## config.mk

```make
export PLATFORM = sky130hd
export DESIGN_NAME = seven_seg_scanner
export DESIGN_NICKNAME = d
export VERILOG_FILES = /design/src/rtl/seven_seg_scanner_pkg.sv /design/src/rtl/seven_seg_scanner_seg_refresh_timer.sv /design/src/rtl/seven_seg_scanner.sv
export SDC_FILE = /design/constraint.sdc
export NUM_CORES = 1
export LEC_CHECK = 0
export CORE_MARGIN = 3
export CORE_UTILIZATION = 31
export DETAILED_ROUTE_END_ITERATION = 8
export PLACE_DENSITY = 0.59
export RECOVER_POWER = 50
export SKIP_CTS_REPAIR_TIMING = 1
export SLEW_MARGIN = 20
export SYNTH_ARGS = -nofsm -noshare
export SYNTH_HDL_FRONTEND = slang
export SYNTH_SLANG_ARGS = --single-unit
```

## constraint.sdc

```tcl
create_clock -name clk -period 1.9 [get_ports clk]
set_input_delay 0.475 -clock clk [delete_from_list [all_inputs] [get_ports clk]]
set_output_delay 0.475 -clock clk [all_outputs]
set_load 0.02 [all_outputs]
```

## src/rtl/seven_seg_scanner_pkg.sv

```systemverilog
// Shared constants and helpers for the multiplexed seven-segment scanner:
// FSM state encoding, digit width, anode pattern and counter sizing helpers.
package seven_seg_scanner_pkg;

    localparam int DIGIT_W    = 4;
    localparam int MAX_DIGITS = 8;

    localparam logic [0:0] ST_SHOW = 1'b0;
    localparam logic [0:0] ST_GAP  = 1'b1;

    function automatic logic [MAX_DIGITS-1:0] anode_blank();
        return {MAX_DIGITS{1'b1}};
    endfunction

    function automatic logic [MAX_DIGITS-1:0] anode_lit(input logic [2:0] idx);
        return ~({{(MAX_DIGITS-1){1'b0}}, 1'b1} << idx);
    endfunction

    // Wide enough to count to max(a,b)-1, never narrower than one bit.
    function automatic int cnt_width(input int a, input int b);
        int m;
        int w;
        m = (a > b) ? a : b;
        w = $clog2(m);
        return (w < 1) ? 1 : w;
    endfunction

endpackage

```

## src/rtl/seven_seg_scanner_seg_refresh_timer.sv

```systemverilog
// Slot timer for the scanner: free-running count cleared on every state or
// digit change, with terminal-count flags for the SHOW and GAP lengths.
module seg_refresh_timer
    import seven_seg_scanner_pkg::*;
#(
    parameter int SHOW_LEN = 4,
    parameter int GAP_LEN  = 1,
    parameter int CNT_W    = 2
) (
    input  logic clk,
    input  logic rst,
    input  logic clr,
    output logic show_tc,
    output logic gap_tc
);

    localparam logic [CNT_W-1:0] SHOW_LAST = CNT_W'(SHOW_LEN - 1);
    localparam logic [CNT_W-1:0] GAP_LAST  = (GAP_LEN > 0) ? CNT_W'(GAP_LEN - 1) : {CNT_W{1'b0}};
    localparam logic             HAS_GAP   = (GAP_LEN > 0);

    logic [CNT_W-1:0] cnt_q;
    logic [CNT_W-1:0] cnt_d;

    // Next count and terminal-count decode.
    always_comb begin
        show_tc = (cnt_q == SHOW_LAST);
        gap_tc  = HAS_GAP && (cnt_q == GAP_LAST);
        if (clr) begin
            cnt_d = {CNT_W{1'b0}};
        end else begin
            cnt_d = cnt_q + CNT_W'(1);
        end
    end

    // Counter register.
    always_ff @(posedge clk) begin
        if (rst) begin
            cnt_q <= {CNT_W{1'b0}};
        end else begin
            cnt_q <= cnt_d;
        end
    end

endmodule

```

## src/rtl/seven_seg_scanner.sv

```systemverilog
// Four-digit (parameterisable) multiplexed 7-segment scanner with frame-aligned
// double buffering. Optional leading-zero blanking under macro SEVSEG_LZB_EN.
module seven_seg_scanner
    import seven_seg_scanner_pkg::*;
#(
    parameter int NUM_DIGITS   = 4,
    parameter int REFRESH_DIV  = 50000,
    parameter int BLANK_CYCLES = 500
) (
    input  logic                          clk,
    input  logic                          rst,
    input  logic                          load,
    input  logic [DIGIT_W*NUM_DIGITS-1:0] value_in,
    input  logic [NUM_DIGITS-1:0]         dp_in,
    output logic [DIGIT_W-1:0]            bcd,
    output logic                          dp,
    output logic [NUM_DIGITS-1:0]         an,
    output logic                          pending,
    output logic                          frame_done
);

    localparam int   IDX_W   = $clog2(NUM_DIGITS);
    localparam int   CNT_W   = cnt_width(REFRESH_DIV, BLANK_CYCLES);
    localparam int   VAL_W   = DIGIT_W * NUM_DIGITS;
    localparam logic HAS_GAP = (BLANK_CYCLES > 0);
    localparam logic [IDX_W-1:0] IDX_LAST = IDX_W'(NUM_DIGITS - 1);

    logic [0:0]            state_q, state_d;
    logic [IDX_W-1:0]      idx_q, idx_d;
    logic [VAL_W-1:0]      shadow_val_q, shadow_val_d;
    logic [NUM_DIGITS-1:0] shadow_dp_q, shadow_dp_d;
    logic [VAL_W-1:0]      active_val_q, active_val_d;
    logic [NUM_DIGITS-1:0] active_dp_q, active_dp_d;
    logic                  pending_q, pending_d;
    logic [DIGIT_W-1:0]    bcd_q, bcd_d;
    logic                  dp_q, dp_d;
    logic [NUM_DIGITS-1:0] an_q, an_d;
    logic                  frame_done_q, frame_done_d;

    logic show_tc_s;
    logic gap_tc_s;
    logic clr_s;
    logic slot_end_s;
    logic commit_s;
    logic [DIGIT_W-1:0] digit_s;
    logic dp_sel_s;
`ifdef SEVSEG_LZB_EN
    logic upper_nz_s;
`endif

    seg_refresh_timer #(
        .SHOW_LEN (REFRESH_DIV),
        .GAP_LEN  (BLANK_CYCLES),
        .CNT_W    (CNT_W)
    ) u_timer (
        .clk     (clk),
        .rst     (rst),
        .clr     (clr_s),
        .show_tc (show_tc_s),
        .gap_tc  (gap_tc_s)
    );

    // Slot sequencing; a zero-length gap chains SHOW slots back to back.
    always_comb begin
        state_d    = state_q;
        idx_d      = idx_q;
        clr_s      = 1'b0;
        slot_end_s = 1'b0;
        case (state_q)
            ST_SHOW: begin
                if (show_tc_s) begin
                    clr_s = 1'b1;
                    if (HAS_GAP) begin
                        state_d = ST_GAP;
                    end else begin
                        slot_end_s = 1'b1;
                    end
                end else begin
                    state_d = ST_SHOW;
                end
            end
            ST_GAP: begin
                if (gap_tc_s) begin
                    clr_s      = 1'b1;
                    slot_end_s = 1'b1;
                    state_d    = ST_SHOW;
                end else begin
                    state_d = ST_GAP;
                end
            end
            default: begin
                clr_s   = 1'b1;
                state_d = ST_SHOW;
            end
        endcase
        if (slot_end_s) begin
            idx_d = (idx_q == IDX_LAST) ? {IDX_W{1'b0}} : idx_q + IDX_W'(1);
        end else begin
            idx_d = idx_q;
        end
        commit_s     = slot_end_s && (idx_q == IDX_LAST);
        frame_done_d = commit_s;
    end

    // Double buffer: a load on the commit cycle bypasses the shadow.
    always_comb begin
        shadow_val_d = shadow_val_q;
        shadow_dp_d  = shadow_dp_q;
        active_val_d = active_val_q;
        active_dp_d  = active_dp_q;
        pending_d    = pending_q;
        if (load) begin
            shadow_val_d = value_in;
            shadow_dp_d  = dp_in;
        end else begin
            shadow_val_d = shadow_val_q;
            shadow_dp_d  = shadow_dp_q;
        end
        if (commit_s) begin
            pending_d = 1'b0;
            if (load) begin
                active_val_d = value_in;
                active_dp_d  = dp_in;
            end else if (pending_q) begin
                active_val_d = shadow_val_q;
                active_dp_d  = shadow_dp_q;
            end else begin
                active_val_d = active_val_q;
                active_dp_d  = active_dp_q;
            end
        end else if (load) begin
            pending_d = 1'b1;
        end else begin
            pending_d = pending_q;
        end
    end

    // Current digit selection and display output decode.
    always_comb begin
        digit_s  = {DIGIT_W{1'b0}};
        dp_sel_s = 1'b0;
        for (int i = 0; i < NUM_DIGITS; i++) begin
            digit_s  = digit_s | ((idx_q == IDX_W'(i)) ? active_val_q[DIGIT_W*i +: DIGIT_W] : {DIGIT_W{1'b0}});
            dp_sel_s = dp_sel_s | ((idx_q == IDX_W'(i)) && active_dp_q[i]);
        end
`ifdef SEVSEG_LZB_EN
        upper_nz_s = 1'b0;
        for (int i = 0; i < NUM_DIGITS; i++) begin
            upper_nz_s = upper_nz_s |
                         ((IDX_W'(i) >= idx_q) && (active_val_q[DIGIT_W*i +: DIGIT_W] != {DIGIT_W{1'b0}}));
        end
`endif
        an_d  = NUM_DIGITS'(anode_blank());
        bcd_d = bcd_q;
        dp_d  = 1'b0;
        if (state_q == ST_SHOW) begin
            bcd_d = digit_s;
            dp_d  = dp_sel_s;
`ifdef SEVSEG_LZB_EN
            if ((idx_q != {IDX_W{1'b0}}) && !upper_nz_s) begin
                an_d = NUM_DIGITS'(anode_blank());
            end else begin
                an_d = NUM_DIGITS'(anode_lit(3'(idx_q)));
            end
`else
            an_d = NUM_DIGITS'(anode_lit(3'(idx_q)));
`endif
        end else begin
            an_d  = NUM_DIGITS'(anode_blank());
            bcd_d = bcd_q;
            dp_d  = 1'b0;
        end
    end

    // State, buffer and output registers.
    always_ff @(posedge clk) begin
        if (rst) begin
            state_q      <= ST_SHOW;
            idx_q        <= {IDX_W{1'b0}};
            shadow_val_q <= {VAL_W{1'b0}};
            shadow_dp_q  <= {NUM_DIGITS{1'b0}};
            active_val_q <= {VAL_W{1'b0}};
            active_dp_q  <= {NUM_DIGITS{1'b0}};
            pending_q    <= 1'b0;
            bcd_q        <= {DIGIT_W{1'b0}};
            dp_q         <= 1'b0;
            an_q         <= {NUM_DIGITS{1'b1}};
            frame_done_q <= 1'b0;
        end else begin
            state_q      <= state_d;
            idx_q        <= idx_d;
            shadow_val_q <= shadow_val_d;
            shadow_dp_q  <= shadow_dp_d;
            active_val_q <= active_val_d;
            active_dp_q  <= active_dp_d;
            pending_q    <= pending_d;
            bcd_q        <= bcd_d;
            dp_q         <= dp_d;
            an_q         <= an_d;
            frame_done_q <= frame_done_d;
        end
    end

    assign bcd        = bcd_q;
    assign dp         = dp_q;
    assign an         = an_q;
    assign pending    = pending_q;
    assign frame_done = frame_done_q;

endmodule
```

* Yosys cells after proc, flatten, opt, wreduce, memory -nomap -nowiden *
Cells that the tools add are included.
Widths: inputs -> output; s select.

operators by class
  add/sub/neg operators = 2
  equality and inequality tests = 5
  shift operators = 1
  muxes and demuxes = 15
  bitwise gates (word level) = 8
  reductions and logical operators = 11

operator list
  cell                   number
  $mux 16                2
  $mux 4                 6
  $add 16x1->16 const B  1
  $eq 16x16->1 const B   1
  $eq 16x9->1 const B    1
  $or 4x4->4             3
  $pmux 1 s2             3
  $reduce_or 2->1        3
  $logic_and 1x1->1      5
  $eq 2x2->1 const B     2
  $not 4->4              1
  $shl 1x2->4 const A    1
  $mux 1                 3
  $or 1x1->1             3
  $add 2x1->2 const B    1
  $eq 2x1->1 const B     1
  $logic_not 2->1        1
  $mux 2                 1
  $reduce_and 2->1       1
  $reduce_bool 2->1      1
  $not 1->1              1

storage, ports and cells
  register bits after elaboration = 70
  bits of input ports = 23

* Depth between registers and ports, before layout *
  depth after elaboration = 5
  gate-level depth with buffers = 6
  depth with buffers taken out = 6

* Modules after synthesis *
A second synthesis with hierarchy kept.

unflattened totals
  cell total of the unflattened synthesis = 283
  area, all modules = 2957.8 µm²

modules (own cells, without submodules)
  module             times used  cells each  area an instance (µm²)  seq. area each (µm²)
  seven_seg_scanner  1           196         2193.4                  1081.0
  seg_refresh_timer  1           87          764.5                   320.3

* Least setup slack after synthesis *
OpenSTA, ideal clock, no wires.

  kind = register to register
  start point = register u_timer.cnt_q[0]
  end point = register u_timer.cnt_q[10]
  arrival time = 1.982 ns
  required time = 1.768 ns
  setup slack = -0.214 ns
  stages on the path, launching flop included = 7
  path buffers = 1
  cell sequence = dfxtp_1 -> ha_1 -> or4b_4 -> or4_4 -> o22ai_4 -> buf_6 -> nor3_1

between the ends
  cells in the longest elaborated chain, start to end = 4
  elaborated cells between the ends (all ways) = 7
  those cells by class = add/sub: 1; eq/ne: 2; mux: 3; reduce/logical: 1

RTL lines
  what                                                   RTL line                                   text
  start: declaration                                     seven_seg_scanner_seg_refresh_timer.sv:21  logic [CNT_W-1:0] cnt_q;
  start signal: assignment                               seven_seg_scanner_seg_refresh_timer.sv:38  cnt_q <= {CNT_W{1'b0}};
  start signal: assignment                               seven_seg_scanner_seg_refresh_timer.sv:40  cnt_q <= cnt_d;
  branches (longest 4 deep; another with $add 16x1->16)  -

Several ways; the timed one is not identified.
A chain may end at the register's enable or synchronous reset.

* Final worst setup path *
  start point = register u_timer.cnt_q[12]
  end point = register active_dp_q[0]

between the ends
  cells in the longest elaborated chain, start to end = 5

RTL lines
  what                        RTL line                                   text
  $eq 16x9->1                 seven_seg_scanner_seg_refresh_timer.sv:27  gap_tc = HAS_GAP && (cnt_q == GAP_LAST);
  $mux 1                      seven_seg_scanner.sv:83                    if (gap_tc_s) begin
  $pmux 1 s2                  seven_seg_scanner.sv:69                    case (state_q)
  $logic_and 1x1->1           seven_seg_scanner.sv:101                   commit_s = slot_end_s && (idx_q == IDX_LAST);
  $reduce_and 2->1 (no line)  -
  end signal: assignment      seven_seg_scanner.sv:183                   active_dp_q <= {NUM_DIGITS{1'b0}};
  end signal: assignment      seven_seg_scanner.sv:195                   active_dp_q <= active_dp_d;
  end: declaration            seven_seg_scanner.sv:33                    logic [NUM_DIGITS-1:0] active_dp_q, active_dp_d;

No other way between the ends.

==> impl_results.md <==
- Routed vias/inst: 4.64
- Delay of the slowest cell on the worst path: 0.57 ns
- Pre-antenna DRT Iters: 4
- Crit. End Element: flop
- Number of nets with antenna violations after routing: 0
- Leading cell type in the layout, fill and taps excluded: sky130_fd_sc_hd__dfxtp_1
- Root buffer selected by CTS: sky130_fd_sc_hd__clkbuf_8
- Element type at the critical path start: flop
- Number of global-route vias before repair: 2208
- CP Class: flop to flop
- Required time at the worst-slack endpoint: 2.13 ns
- Setup skew after layout: 0.00851 ns
- Sequential area share after synthesis: 0.475
- Global router's overall resource usage: 0.120
- Area fraction in compound gates after synthesis: 0.0632
- Number of buffers added by the clock tree synthesis step: 9
- Power Density: 720 nW/um^2
- Run status: finished with violations
- Number of antenna repair diodes: 0
- Later-pin clock latency in the skew report: 0.35 ns
- Final Hold Violating Endpoints: 0
- Maximum fanout along the worst path: 5
- Dpl ws: -0.105 ns
- Syn-to-layout area delta: 29.3%
- Unrepaired setup endpoints after global routing: true
- Count of boundary I/O pins: 34
- Crit share post-route: 1.04
- Post-Syn Nets: 308
- Clock period minus worst slack: 1.98 ns
- IR drop worst, VDD: 0.499 mV
- Half-perimeter wire length of the detailed placement result: 4.11 mm
- Multiplexer area fraction after synthesis: 0.170
- Most frequent cells in the layout: 68 x sky130_fd_sc_hd__dfxtp_1, 32 x sky130_fd_sc_hd__clkdlybuf4s50_1, 30 x sky130_fd_sc_hd__nor2_1, 23 x sky130_fd_sc_hd__buf_4, 21 x sky130_fd_sc_hd__nor2b_1
- Clock sinks: 70
- Final Slew Violations: 0
- Post-route cell area: 3810 um^2
- Mean instance size in the synthesized netlist: 10.5 um^2
- Area share of xor/xnor cells in the synthesized design: 0.0327
- Total detailed-routing wirelength: 5.99 mm
- H-Tree Depth: 3
- Sequence of cells on the critical path: or4_4 > nor4_4 > nand4b_2 > buf_4 > mux2_4
- Number of warnings printed during yosys synthesis: 0
- Total placed instance area: 3630 um^2
- Global-route wire length before repair: 10.6 mm
- Row Count: 34
- Top_reg_cell synth: sky130_fd_sc_hd__dfxtp_1
- DRC violation total after the first TritonRoute iteration: 98
- Die W: 104 um
- Number of antenna violations at the first check in global routing: 0
- Maximum frequency from static timing analysis: 506 MHz
- Worst slew margin relative to its limit: 0.574
- Layout cell share with drive strength beyond 1: 0.219
- Floorplan die area: 10700 um^2
- Max-cap viol count: 0
- Drc violations: 0
- Largest family of logic cells by synthesized area: simple AND/OR/NAND/NOR gates
- Post-Synthesis Cells: 280
- Arr. time, crit path: 2.21 ns
- Number of flops mapped to enable cells by yosys: 0
- Fin worst setup slack: -0.0766 ns
- Asr flop ratio synth: 0
- DR WL/cell: 12.8 um
- Max Root-Sink Buffers: 2
- Core Box Area: 8980 um^2
- Total congestion overflow after global routing: 0
- Static leakage: 0.00156 uW
- Routability-driven placement congestion ratio: 0.742
- Number of synthesized register bits: 70
- Largest net degree at the start of global routing: 68
- Count of vias placed by the detailed router: 2173
- Layout net count: 366
- Slew at the pin with the worst max-slew slack: 0.639 ns
- Buffers on Ports: 33
- Clock transition at the registers of the reported paths: 0.07 ns
- Failing checks: negative setup slack
- Hold Crit Class: flop to flop
- Cell at the slowest stage of the critical path: sky130_fd_sc_hd__or4_4
- TritonCTS clock tree: yes
- Post-synth design cell area: 2950 um^2
- Die height: 104 um
- Final setup violating endpoints: 37
- Count of different cell masters after synthesis: 37
- Adder-cell share of the synthesized area: 0.0212
- Simple-Gate Fraction of Synth Area: 0.205
- Initial cell density of the core: 0.329
## report_power, final
group	internal (uW)	total [uW]	switching (uW)	leakage [uW]
logic	91.1	165	74.2	0.000904
clock network	536	1070	533	0.0000845
registers	1500	1510	11.3	0.000570
## through the flow
step	hold WS [ns]	util	power, uW	instances	setup TNS, ns
global route	0.545	0.425	2860	468	-5.42
CTS	0.511	0.424	2790	468	-3.11
floorplan	0.434	-	1630	280	-1.55
global placement	0.483	0.404	1710	453	-2.01
finish	0.510	0.425	2750	468	-2.55
detailed placement	0.489	0.404	1710	453	-2.65
## path summary, 6_finish.rpt
kind | start | endpoint | slack, ns | depth (start not counted)
max reg2reg | u_timer.cnt_q[12] | active_dp_q[0] | -0.08 | 5
max | u_timer.cnt_q[12] | active_dp_q[0] | -0.08 | 5
min reg2reg | bcd[1] | bcd[1] | 0.51 | 2
min | bcd[1] | bcd[1] | 0.51 | 2
## metal layers
layer	global-route usage	wire length, um
met1	0.157	2890
met2	0.185	2680
met3	0.0379	315
met4	0.0427	104
met5	0	0
## registers in the layout, summed over array words and instances, names as in the netlist
name and count:
shadow_val_q 16, dp 1, pending 1, frame_done 1, an 4, idx_q 2
u_timer.cnt_q 16, bcd 4, state_q 1, active_val_q 16, shadow_dp_q 4, active_dp_q 4
## worst max-delay path: cells and delay by family (launching register included)
| kind | cells | cell delay (ns) |
|---|---|---|
| mux | 1 | 0.30 |
| buf+inv | 1 | 0.22 |
| flops | 1 | 0.32 |
| simple gates | 3 | 1.04 |
## final cells by class
cell class	count	area (um^2)
Clock buffer	12	155
Fill cell	870	5160
Inverter	5	18.8
Clock inverter	3	20.0
Tap cell	126	158
Sequential cell	70	1400
Multi-Input combinational cell	190	1480
Timing Repair Buffer	62	578
## synthesized netlist by cell type (all sizes together), types with 4 or more instances
| cell type | number | area [um^2] |
|---|---|---|
| or4 | 4 | 33.8 |
| nor3 | 14 | 70.1 |
| dfxtp | 70 | 1400 |
| nand4 | 7 | 43.8 |
| o21ai | 7 | 35.0 |
| ha | 5 | 62.6 |
| nor2 | 30 | 113 |
| mux2 | 20 | 300 |
| clkbuf | 8 | 30.0 |
| buf | 7 | 48.8 |
| nand2 | 8 | 30.0 |
| xor2 | 8 | 70.1 |
| nor2b | 21 | 131 |
| mux2i | 20 | 200 |
| inv | 5 | 18.8 |
| a22oi | 8 | 60.1 |
| nand3 | 10 | 50.1 |
## logic make-up (layout without fill, tap and decap cells)
family	after synthesis	count (layout)
multiplexers	40	40
adder cells (fa/ha/maj)	5	5
AO/OA/AOI/OAI	26	26
XOR/XNOR	11	11
buffers and inverters	20	82
AND/OR/NAND/NOR	108	108
flip-flops	70	70
Note: power is estimated with default switching activity, not from simulation.
==> patch: new RTL, same flow settings <==
`BLANK_CYCLES`: 500 -> 1000.
--- a/src/rtl/seven_seg_scanner.sv
+++ b/src/rtl/seven_seg_scanner.sv
@@ -5,7 +5,7 @@
 #(
     parameter int NUM_DIGITS   = 4,
     parameter int REFRESH_DIV  = 50000,
-    parameter int BLANK_CYCLES = 500
+    parameter int BLANK_CYCLES = 1000
 ) (
     input  logic                          clk,
     input  logic                          rst,
Formal check against the unedited RTL: same outputs for any inputs over 10 cycles, from zero or initial values and one cycle with rst high; that may be too few to reach the edited logic, so the function may still have changed.
==> patch against the original RTL <==
First-iteration DRC count fell by 54%; worst setup slack improved by 180 ps; sequential cell count is the same; routed wire length is 1.1% lower; largest power group unchanged; clock skew barely moved; sequential share of layout area up 0.35 points; cell area fell by 1.1%; critical path depth decreased by 4; global-route usage fell by 0.16 points; die area down 0.95%; power grew 17%; register-to-register slack gained 210 ps; synthesized area shrank 1.0%.
==> patch: results (changes against the original RTL) <==
The logs give 186 uW (was 165 uW) for the combinational gate power and 130 ps (was -80 ps) for the worst setup slack for register-to-register paths. The tools report the capturing point of the worst reg2reg path as active_val_q[15] (was active_dp_q[0]). The detailed placer's ending HPWL is 4090 um (was 4110 um), and the number of routed nets with antenna violations is 0 (unchanged). The hold-critical path depth is 2 (unchanged).

The average detailed-routed wire length per instance was 13.4 um (was 12.8 um). The share of power burned in combinational logic is 5.8% (was 6.0%). The cell type of the slowest stage on the worst timing path is sky130_fd_sc_hd__dlygate4sd3_1 (was sky130_fd_sc_hd__or4_4). The flow ran to the end, and the final reports show no timing, DRC or antenna violations. The ratio of routed vias to standard cells came out at 4.57 (was 4.64).

The tools report the final setup skew as 9.00 ps (was 8.51 ps). For the number of global-route vias before repair, the log shows 2018 (was 2208). Signal arrival time at the worst endpoint: 1330 ps (was 2210 ps). The worst slack at placement is -88.7 ps (was -105 ps). The maximum root-to-sink buffer count is 2 (unchanged), and the leakage power is 1.54 nW (was 1.56 nW). For the overall routing resource usage, the log shows 11.8% (was 12.0%). The delay of the slowest critical-path stage is 670 ps (was 570 ps), and the net count of the mapped netlist is 307 (was 308). Worst flop-to-flop path startpoint: u_timer.cnt_q[14] (was u_timer.cnt_q[12]). Number of design-rule violations left by the first detailed-router iteration: 45 (was 98). The post-synthesis cell type count is 35 (was 37). Critical path's top delay family: buffers and inverters (was simple AND/OR/NAND/NOR gates).

Area contributors post-synth: sky130_fd_sc_hd__dfxtp_1 (48%), sky130_fd_sc_hd__mux2_4 (10%), sky130_fd_sc_hd__mux2i_1 (7.2%), sky130_fd_sc_hd__nor2_1 (5.9%), sky130_fd_sc_hd__nor2b_1 (4.3%) (was sky130_fd_sc_hd__dfxtp_1 (47%), sky130_fd_sc_hd__mux2_4 (10%), sky130_fd_sc_hd__mux2i_1 (6.8%), sky130_fd_sc_hd__nor2b_1 (4.5%), sky130_fd_sc_hd__nor2_1 (3.8%)). Proportion of power drawn by the clock network: 47.1% (was 38.9%). The relative slew slack is 35.6% (was 57.4%), and the layout cell share with drive strength beyond 1 is 17.1% (was 21.9%). The switching share of total power was 21.3% (was 22.5%). The number of nets in the layout is 357 (was 366).

The pin count of the biggest net entering global routing is 21 (was 68), and the sequential-to-total area share from yosys stat is 48.0% (was 47.5%). The total iterations of the first detailed-routing run is 4 (unchanged). The count of cells along the worst register-to-register path was 5 (unchanged). The global-route wire length before repair was 9660 um (was 10600 um).

Largest registers: active_val_q x16, shadow_val_q x16, u_timer.cnt_q x16 (unchanged). The worst-path maximum fanout is 1 (was 5), and the number of inserted filler cells in the final layout is 887 (was 870). The count of inserted antenna diode cells was 0 (unchanged).

The count of warnings emitted by yosys was 0 (unchanged); the routability congestion estimate from global placement was 0.725 (was 0.742). List of most frequent post-synthesis cells: sky130_fd_sc_hd__dfxtp_1 (70), sky130_fd_sc_hd__nor2_1 (46), sky130_fd_sc_hd__mux2i_1 (21) (was sky130_fd_sc_hd__dfxtp_1 (70), sky130_fd_sc_hd__nor2_1 (30), sky130_fd_sc_hd__nor2b_1 (21)). The peak supply drop came out at 0.000376 V (was 0.000499 V).
## patch: how the worst max path moves through the flow
| stage | slack, ps | startpoint | cells past startpoint | end |
|---|---|---|---|---|
| 6_report | 100 | frame_done | 1 | frame_done |
| 5_1_grt | 40 | frame_done | 1 | frame_done |
| 4_1_cts | 70 | bcd[3] | 1 | bcd[3] |
| 3_5_place_dp | -90 | load | 5 | active_val_q[5] |
| 3_3_place_gp | -90 | load | 5 | active_val_q[3] |
| 2_1_floorplan | 110 | u_timer.cnt_q[0] | 6 | active_dp_q[0] |
## patch: logic make-up after synthesis
group,share of synthesized area (%)
AOI/OAI and AO/OA,5.70
xor gates and xnor gates,4.20
adders and majority gates,2.14
buffers and inverters,2.96
DFF,48.0
muxes,17.5
and+or+nand+nor,19.5
## patch: through the flow
stage / utilization, % / hold slack (ps) / cell area [sq um] / cells
floorplan: - / 441 / 2920 / 279
global placement: 39.4 / 482 / 3520 / 425
detailed placement: 39.4 / 494 / 3520 / 425
CTS: 42.2 / 512 / 3770 / 441
global route: 42.2 / 539 / 3770 / 442
finish: 42.2 / 507 / 3770 / 442
## patch: routing by layer
layer	GRT usage, %	vias to the layer above	part of all wire, %
met1	14.9	921	49
li1	-	1057	-
met4	3.88	0	1.3
met5	0	-	0
met3	3.45	9	3.5
met2	19.3	34	46
## patch: final cells by class
class | count | area (sq um) | area share [%]
multi-input cells | 191 | 1430 | 38.0
flip-flops and latches | 70 | 1400 | 37.1
repair buffers | 51 | 527 | 14.0
clock buffers | 10 | 138 | 3.65
well taps | 108 | 135 | 3.58
clock inverters | 6 | 116 | 3.08
inverters | 6 | 22.5 | 0.597
## patch: worst min-delay path, stage by stage (launching register included)
cell and delay (ps):
sky130_fd_sc_hd__dfxtp_1 340, sky130_fd_sc_hd__a21oi_1 70, sky130_fd_sc_hd__nor2_1 70
